## src/rtl/r8_mbe_pkg.sv

```systemverilog
// Shared definitions for the radix-8 modified-Booth multiplier front end
// and the Booth selector unit that consumes its select codes.
package r8_mbe_pkg;

    localparam int N    = 24;
    localparam int PP_W = 27;
    localparam int NPP  = 9;

    // Select code: bit 4 is the negate flag, bits [3:0] a one-hot magnitude.
    typedef logic [4:0] be_sel_t;

    localparam be_sel_t SEL_1X = 5'b00001;
    localparam be_sel_t SEL_2X = 5'b00010;
    localparam be_sel_t SEL_3X = 5'b00100;
    localparam be_sel_t SEL_4X = 5'b01000;
    localparam int      SEL_NEG = 4;

endpackage

```

## src/rtl/booth_encoder.sv

```systemverilog
// Radix-8 Booth digit encoder: maps one overlapping 4-bit multiplier group
// {b[3i+2], b[3i+1], b[3i], b[3i-1]} onto a signed one-hot select code.
module booth_encoder
    import r8_mbe_pkg::*;
(
    input  logic [3:0] grp,
    output be_sel_t    sel
);

    logic neg;

    // Digit = -4*g3 + 2*g2 + g1 + g0; zero digits never carry the negate flag.
    always_comb begin
        sel = '0;
        neg = 1'b0;
        unique case (grp)
            4'b0001, 4'b0010: sel = SEL_1X;
            4'b0011, 4'b0100: sel = SEL_2X;
            4'b0101, 4'b0110: sel = SEL_3X;
            4'b0111:          sel = SEL_4X;
            4'b1000:          begin sel = SEL_4X; neg = 1'b1; end
            4'b1001, 4'b1010: begin sel = SEL_3X; neg = 1'b1; end
            4'b1011, 4'b1100: begin sel = SEL_2X; neg = 1'b1; end
            4'b1101, 4'b1110: begin sel = SEL_1X; neg = 1'b1; end
            default:          sel = '0;
        endcase
        sel[SEL_NEG] = neg;
    end

endmodule

```

## src/rtl/booth_encoder_premult.sv

```systemverilog
// Two-stage pipelined front end of the radix-8 MBE multiplier: produces the
// multiples a, 2a, 3a, 4a and nine Booth select codes under valid/ready.
// The 3a adder is split at bit 13 so each stage carries only half of it.
module booth_encoder_premult
    import r8_mbe_pkg::*;
(
    input  logic                 clk,
    input  logic                 rst,
    input  logic                 in_valid,
    output logic                 in_ready,
    input  logic [N-1:0]         a,
    input  logic [N-1:0]         b,
    output logic                 out_valid,
    input  logic                 out_ready,
    output logic [PP_W-1:0]      x_1,
    output logic [PP_W-1:0]      x_2,
    output logic [PP_W-1:0]      x_3,
    output logic [PP_W-1:0]      x_4,
    output be_sel_t [NPP-1:0]    BEU_sel
);

    localparam int LO_W = 13;

    logic            s1_en;
    logic            s2_en;

    logic            v1_q,  v1_d;
    logic [N-1:0]    a1_q,  a1_d;
    logic [N-1:0]    b1_q,  b1_d;
    logic [LO_W-1:0] lo1_q, lo1_d;
    logic            cy1_q, cy1_d;

    logic            v2_q,  v2_d;
    logic [PP_W-1:0] x1_q,  x1_d;
    logic [PP_W-1:0] x2_q,  x2_d;
    logic [PP_W-1:0] x3_q,  x3_d;
    logic [PP_W-1:0] x4_q,  x4_d;
    be_sel_t [NPP-1:0] sel_q, sel_d;

    logic [LO_W:0]   sum_lo;
    logic [LO_W-1:0] sum_hi;
    logic [27:0]     b_ext;
    be_sel_t [NPP-1:0] enc_sel;

    // Stage-wise handshake: a stage may load when it is empty or its successor moves.
    always_comb begin
        s2_en    = !v2_q || out_ready;
        s1_en    = !v1_q || s2_en;
        in_ready = s1_en;
    end

    // Stage 1 next state: capture operands and the low 13 bits of 3a plus carry.
    always_comb begin
        sum_lo = {1'b0, a[LO_W-1:0]} + {1'b0, a[LO_W-2:0], 1'b0};
        v1_d   = v1_q;
        a1_d   = a1_q;
        b1_d   = b1_q;
        lo1_d  = lo1_q;
        cy1_d  = cy1_q;
        if (s1_en) begin
            v1_d = in_valid;
            if (in_valid) begin
                a1_d  = a;
                b1_d  = b;
                lo1_d = sum_lo[LO_W-1:0];
                cy1_d = sum_lo[LO_W];
            end
        end
    end

    // Multiplier with b[-1]=0 at index 0 and zero-extension above bit 23.
    assign b_ext = {3'b000, b1_q, 1'b0};

    for (genvar g = 0; g < NPP; g++) begin : g_enc
        booth_encoder u_enc (
            .grp (b_ext[3*g+3 -: 4]),
            .sel (enc_sel[g])
        );
    end

    // Stage 2 next state: finish 3a's upper half and latch multiples and codes.
    always_comb begin
        sum_hi = {2'b00, a1_q[N-1:LO_W]} + {1'b0, a1_q[N-1:LO_W-1]}
               + {{(LO_W-1){1'b0}}, cy1_q};
        v2_d   = v2_q;
        x1_d   = x1_q;
        x2_d   = x2_q;
        x3_d   = x3_q;
        x4_d   = x4_q;
        sel_d  = sel_q;
        if (s2_en) begin
            v2_d = v1_q;
            if (v1_q) begin
                x1_d  = {3'b000, a1_q};
                x2_d  = {2'b00, a1_q, 1'b0};
                x3_d  = {1'b0, sum_hi, lo1_q};
                x4_d  = {1'b0, a1_q, 2'b00};
                sel_d = enc_sel;
            end
        end
    end

    // Stage 1 registers.
    always_ff @(posedge clk or posedge rst) begin
        if (rst) begin
            v1_q  <= 1'b0;
            a1_q  <= '0;
            b1_q  <= '0;
            lo1_q <= '0;
            cy1_q <= 1'b0;
        end else begin
            v1_q  <= v1_d;
            a1_q  <= a1_d;
            b1_q  <= b1_d;
            lo1_q <= lo1_d;
            cy1_q <= cy1_d;
        end
    end

    // Stage 2 registers, which directly drive the outputs.
    always_ff @(posedge clk or posedge rst) begin
        if (rst) begin
            v2_q  <= 1'b0;
            x1_q  <= '0;
            x2_q  <= '0;
            x3_q  <= '0;
            x4_q  <= '0;
            sel_q <= '0;
        end else begin
            v2_q  <= v2_d;
            x1_q  <= x1_d;
            x2_q  <= x2_d;
            x3_q  <= x3_d;
            x4_q  <= x4_d;
            sel_q <= sel_d;
        end
    end

    assign out_valid = v2_q;
    assign x_1       = x1_q;
    assign x_2       = x2_q;
    assign x_3       = x3_q;
    assign x_4       = x4_q;
    assign BEU_sel   = sel_q;

endmodule
```

## config.mk

```make
export PLATFORM = sky130hd
export DESIGN_NAME = booth_encoder_premult
export DESIGN_NICKNAME = d
export VERILOG_FILES = /design/src/rtl/r8_mbe_pkg.sv /design/src/rtl/booth_encoder.sv /design/src/rtl/booth_encoder_premult.sv
export SDC_FILE = /design/constraint.sdc
export NUM_CORES = 1
export LEC_CHECK = 0
export CORE_MARGIN = 3
export CORE_UTILIZATION = 30
export CTS_BUF_LIST = sky130_fd_sc_hd__clkbuf_8
export DETAILED_ROUTE_END_ITERATION = 16
export PLACE_DENSITY = 0.54
export SYNTH_ARGS = -nofsm -noshare
export SYNTH_HDL_FRONTEND = slang
export SYNTH_SLANG_ARGS = --single-unit
```

## constraint.sdc

```tcl
create_clock -name clk -period 10.6 [get_ports clk]
set_input_delay 1.06 -clock clk [delete_from_list [all_inputs] [get_ports clk]]
set_output_delay 1.06 -clock clk [all_outputs]
set_load 0.02 [all_outputs]
```

==> After elaboration in Yosys (flattened, before gate mapping) <==
Cells that the tools add are included.
{ "totals": {"output_inout_bits": 155, "reg_bits": 158, "inputBits": 52, "elab_cells": 187} }
{ "op_classes": {"reduce_logical": 45, "eq_ne": 105, "n_mux": 17, "add_sub_neg": 3} }
{ "ops": {"columns": ["cell", "n"], "rows": [
  ["$eq A4 B4 Y1 const B", 49],
  ["$pmux W4 S4", 8],
  ["$eq A4 B3 Y1 const B", 28],
  ["$reduce_or A4 Y1", 22],
  ["$eq A4 B2 Y1 const B", 14],
  ["$reduce_or A7 Y1", 7],
  ["$eq A4 B1 Y1 const B", 7],
  ["$reduce_or A2 Y1", 10],
  ["$add A13 B13 Y14", 1],
  ["$add A11 B12 Y13", 1],
  ["$add A13 B1 Y13", 1],
  ["$eq A3 B3 Y1 const B", 4],
  ["$mux W1", 9],
  ["$eq A3 B2 Y1 const B", 2],
  ["$reduce_and A2 Y1", 2],
  ["$eq A3 B1 Y1 const B", 1],
  ["$logic_not A1 Y1", 2],
  ["$logic_or A1 B1 Y1", 2]
]} }

==> Depth between registers and ports, before layout <==
{ "logic_depth": {"depth_word": 4, "depth_mapped": 8, "depth_no_buf": 8} }

==> Modules after synthesis <==
Synthesis repeated with hierarchy kept, for this count alone.
{ "hier_totals": {"cells_unflattened": 937, "area_unflattened_um2": 8054.0} }
{ "modules_own_cells": {"columns": ["mod", "seq_area_each_um2", "instances", "cells_per_inst", "area_per_inst_um2"], "rows": [
  ["booth_encoder_premult", 3928.8, 1, 829, 7355.8],
  ["booth_encoder", 0.0, 9, 12, 77.6]
]} }

==> Least setup slack after synthesis <==
No wires, ideal clock.
{ "synth_path": {"path_kind": "input-to-reg", "from": "in a[0]", "to": "reg cy1_q", "arrival_ns": 2.507, "n_path_buf": 0, "setup_time_ns": 0.095, "required_time_ns": 10.505, "setup_slack_ns": 7.997, "stages": 8, "cell_sequence": "ha_1 -> inv_1 -> fa_1 -> nand2b_1 -> a21o_1 -> a31oi_1 -> a2111oi_0 -> o31ai_1"} }
{ "synth_between": {"elab_chain_cells": 1} }
{ "synth_lines": {"columns": ["element", "line_no", "source"], "rows": [
  ["from (decl)", "booth_encoder_premult.sv:11", "input logic [N-1:0] a,"],
  ["$add A13 B13 Y14", "booth_encoder_premult.sv:54", "sum_lo = {1'b0, a[LO_W-1:0]} + {1'b0, a[LO_W-2:0], 1'b0};"],
  ["to (signal assigned)", "booth_encoder_premult.sv:116", "cy1_q <= cy1_d;"],
  ["to (decl)", "booth_encoder_premult.sv:31", "logic cy1_q, cy1_d;"]
]} }
Every way passes these cells.
A chain may end at the register's enable or synchronous reset.

==> Final worst setup path <==
{ "layout_path": {"from": "in out_ready", "to": "out in_ready"} }
{ "layout_between": {"elab_chain_cells": 2} }
{ "layout_lines": {"columns": ["element", "line_no", "source"], "rows": [
  ["from (decl)", "booth_encoder_premult.sv:14", "input logic out_ready,"],
  ["$logic_or A1 B1 Y1", "booth_encoder_premult.sv:47", "s2_en = !v2_q || out_ready;"],
  ["$logic_or A1 B1 Y1", "booth_encoder_premult.sv:48", "s1_en = !v1_q || s2_en;"],
  ["to (decl)", "booth_encoder_premult.sv:10", "output logic in_ready,"]
]} }
Every way passes these cells.

==> out/results.tsv <==
metric	value	unit
Layout Nets	976	
cell repeated most along the worst path	clkdlybuf4s50_1	
die area	27100	µm²
RSZ-0062 raised after global routing	no	
commonest non-fill, non-tap cell in the layout	nand2_1	
maximum clock frequency	293	MHz
pwr/cell area	213	nW/µm²
num rows	57	
vias per cell	4.46	
Slew Limit Fails	0	
setup violators final	0	
Worst Hold Class	flop to flop	
post-route setup slack	7.19	ns
Max-slew headroom	34.7	%
crit path DAT	2.35	ns
Post-DP HPWL	12.4	mm
Clock transition at path regs	0.08	ns
Most used DFF post-synth	dfrtp_1	
worst-skew pair later-pin latency	0.46	ns
vias in the first global route	5351	
Post-synth EDFFs	0	
Post-synth ARST share	100	%
TritonCTS clock tree	done	
clk buf depth	2	
Multi-input gate area	3120	µm²
Critical path buffers and inverters	2	
Routed Antenna Nets	0	
layout cells sized above 1	9.79	%
WP data required	9.54	ns
drt drc	0	
worst-margin pin slew	0.979	ns
Max Cap Viol	0	
largest net degree at the start of global routing	87	
peak fanout along the critical path	3	
post-placement worst setup slack	6.97	ns
Setup TNS	0	ns
outcome	completed	
CP startpoint kind	primary input	
Syn Inst Count	770	
die height	165	µm
highest-count cells in the layout ignoring fill and taps	nand2_1, clkdlybuf4s50_1, dfrtp_1	
worst vdd ir	0.0974	mV
routability congestion estimate	0.778	
DRT Pass-1 Iters	4	
Setup crit end kind	primary output	
crit path kind	primary input to primary output	
Hold-fix buffers, CTS	0	
Routed WL	18.3	mm
PortBufs	192	
P&R area growth vs syn	28.9	%
total CTS buffers	17	
FF+latch area	3830	µm²
GRT Residual Overflow	0	
Wirelength per Cell	14.8	µm
final design utilization	39.7	%
Static Leak	4.31	nW
initial antenna violation count	0	
Largest delay share family, worst path	buffers and inverters	
Worst path slowest cell	clkdlybuf4s50_1	
Ys Warns	0	
Total GRT Usage	13.8	%
post-cts resize count	0	
initial detailed-routing violation count	193	
Worst Skew	0.0191	ns
post-synthesis area per instance	9.80	µm²
synthesized area	7550	µm²
ant diodes	0	
CTS Root Buffer Type	clkbuf_8	
final worst-path cycle share	32.2	%
CTS Sinks	153	
fillers	2454	
IO Pins	207	
critical path cell sequence	clkdlybuf4s50_1, nand3b_1, clkdlybuf4s50_1	
postcts setup bufs	0	
core area	24500	µm²
register area share after synthesis	50.7	%
# H-tree levels	4	
first-pass GRT wire length	29.2	mm
post-synthesis cell type count	45	
Initial Util	30.8	%
die width	165	µm
crit-path max cell delay	0.65	ns
total number of vias	5498	
Synth Register Bits	153	
Hold Vio Cnt, Final	0	
post-route minimum period	3.41	ns
## power breakdown
part / internal [mW] / switching (mW) / total [mW]
clock: 0.213 / 0.247 / 0.460
combinational: 0.372 / 0.418 / 0.790
sequential: 0.713 / 0.111 / 0.824
total: 1.30 / 0.776 / 2.07
## sequential cells by signal, summed over array words and instances (netlist names)
name,count
x_4,24
v1_q,1
a1_q,24
cy1_q,1
b1_q,24
BEU_sel,41
out_valid,1
lo1_q,12
x_3,25
## layout make-up
class	count	share of cell area, %
clock inverter	14	1.63
clock buffer	17	2.40
timing repair buffer	195	20.0
sequential	153	39.4
inverter	8	0.360
tap	324	4.17
multi-input combinational	522	32.1
## layer usage
metal	GRT usage (%)	part of all wire, %
met3	5.99	8.5
met1	17.8	45
met2	21.4	45
met5	0	0
met4	3.66	0.90
## kinds of logic after synthesis
kind of cell / Yosys count / share of synthesized area, %
simple gates: 283 / 15.1
buf+inv: 108 / 8.75
flops: 153 / 50.7
other cells: 1 / 0.0497
mux: 48 / 7.15
compound gates: 119 / 9.90
xor+xnor: 31 / 3.60
fa+ha+maj: 27 / 4.77
## per-stage QoR
step                      instance area, µm²  hold WS [ns]  power (mW)  instances
after floorplan                         7600         0.433        1.31        783
after global placement                  9340         0.445        1.63       1202
after detailed placement                9340         0.452        1.64       1202
after CTS                               9730         0.473        2.11       1233
after global routing                    9730         0.500        2.22       1233
final                                   9730         0.468        2.07       1233
## Yosys cell counts (all sizes together) (2+ instances only)
| library cell | count | area (µm²) |
|---|---|---|
| a211oi | 2 | 20.0 |
| a21o | 11 | 83.8 |
| a21oi | 28 | 140 |
| a221oi | 2 | 17.5 |
| a31oi | 3 | 18.8 |
| and2 | 3 | 18.8 |
| buf | 81 | 559 |
| clkbuf | 19 | 71.3 |
| dfrtp | 153 | 3830 |
| fa | 3 | 60.1 |
| ha | 24 | 300 |
| inv | 8 | 30.0 |
| mux2 | 47 | 529 |
| nand2 | 213 | 800 |
| nand2b | 5 | 31.3 |
| nand3 | 18 | 90.1 |
| nand4 | 3 | 18.8 |
| nor2 | 27 | 101 |
| nor3 | 10 | 50.1 |
| o211ai | 6 | 45.0 |
| o21a | 2 | 15.0 |
| o21ai | 45 | 225 |
| o21bai | 2 | 26.3 |
| o31ai | 11 | 82.6 |
| xnor2 | 15 | 131 |
| xor2 | 16 | 140 |
## path summary, 6_finish.rpt
path                                       from                   to  slack, ns  depth (start not counted)
min                        lo1_q[4]$_DFFE_PP0P_   x_3[4]$_DFFE_PP0P_       0.47                          2
min reg2reg                lo1_q[4]$_DFFE_PP0P_   x_3[4]$_DFFE_PP0P_       0.47                          2
min in group asynchronous                   rst  x_4[12]$_DFFE_PP0P_       1.10                          2
max reg2reg                a1_q[13]$_DFFE_PP0P_  x_3[25]$_DFFE_PP0P_       7.87                          7
max in group asynchronous                   rst  x_3[11]$_DFFE_PP0P_       7.97                          3
max                                   out_ready             in_ready       7.19                          3
## worst min-delay path, stage by stage, from the launching register on
cell and delay (ns):
dfrtp_1 0.35, nand2_1 0.05, nand2_1 0.04
Note: power is estimated with default switching activity, not from simulation.
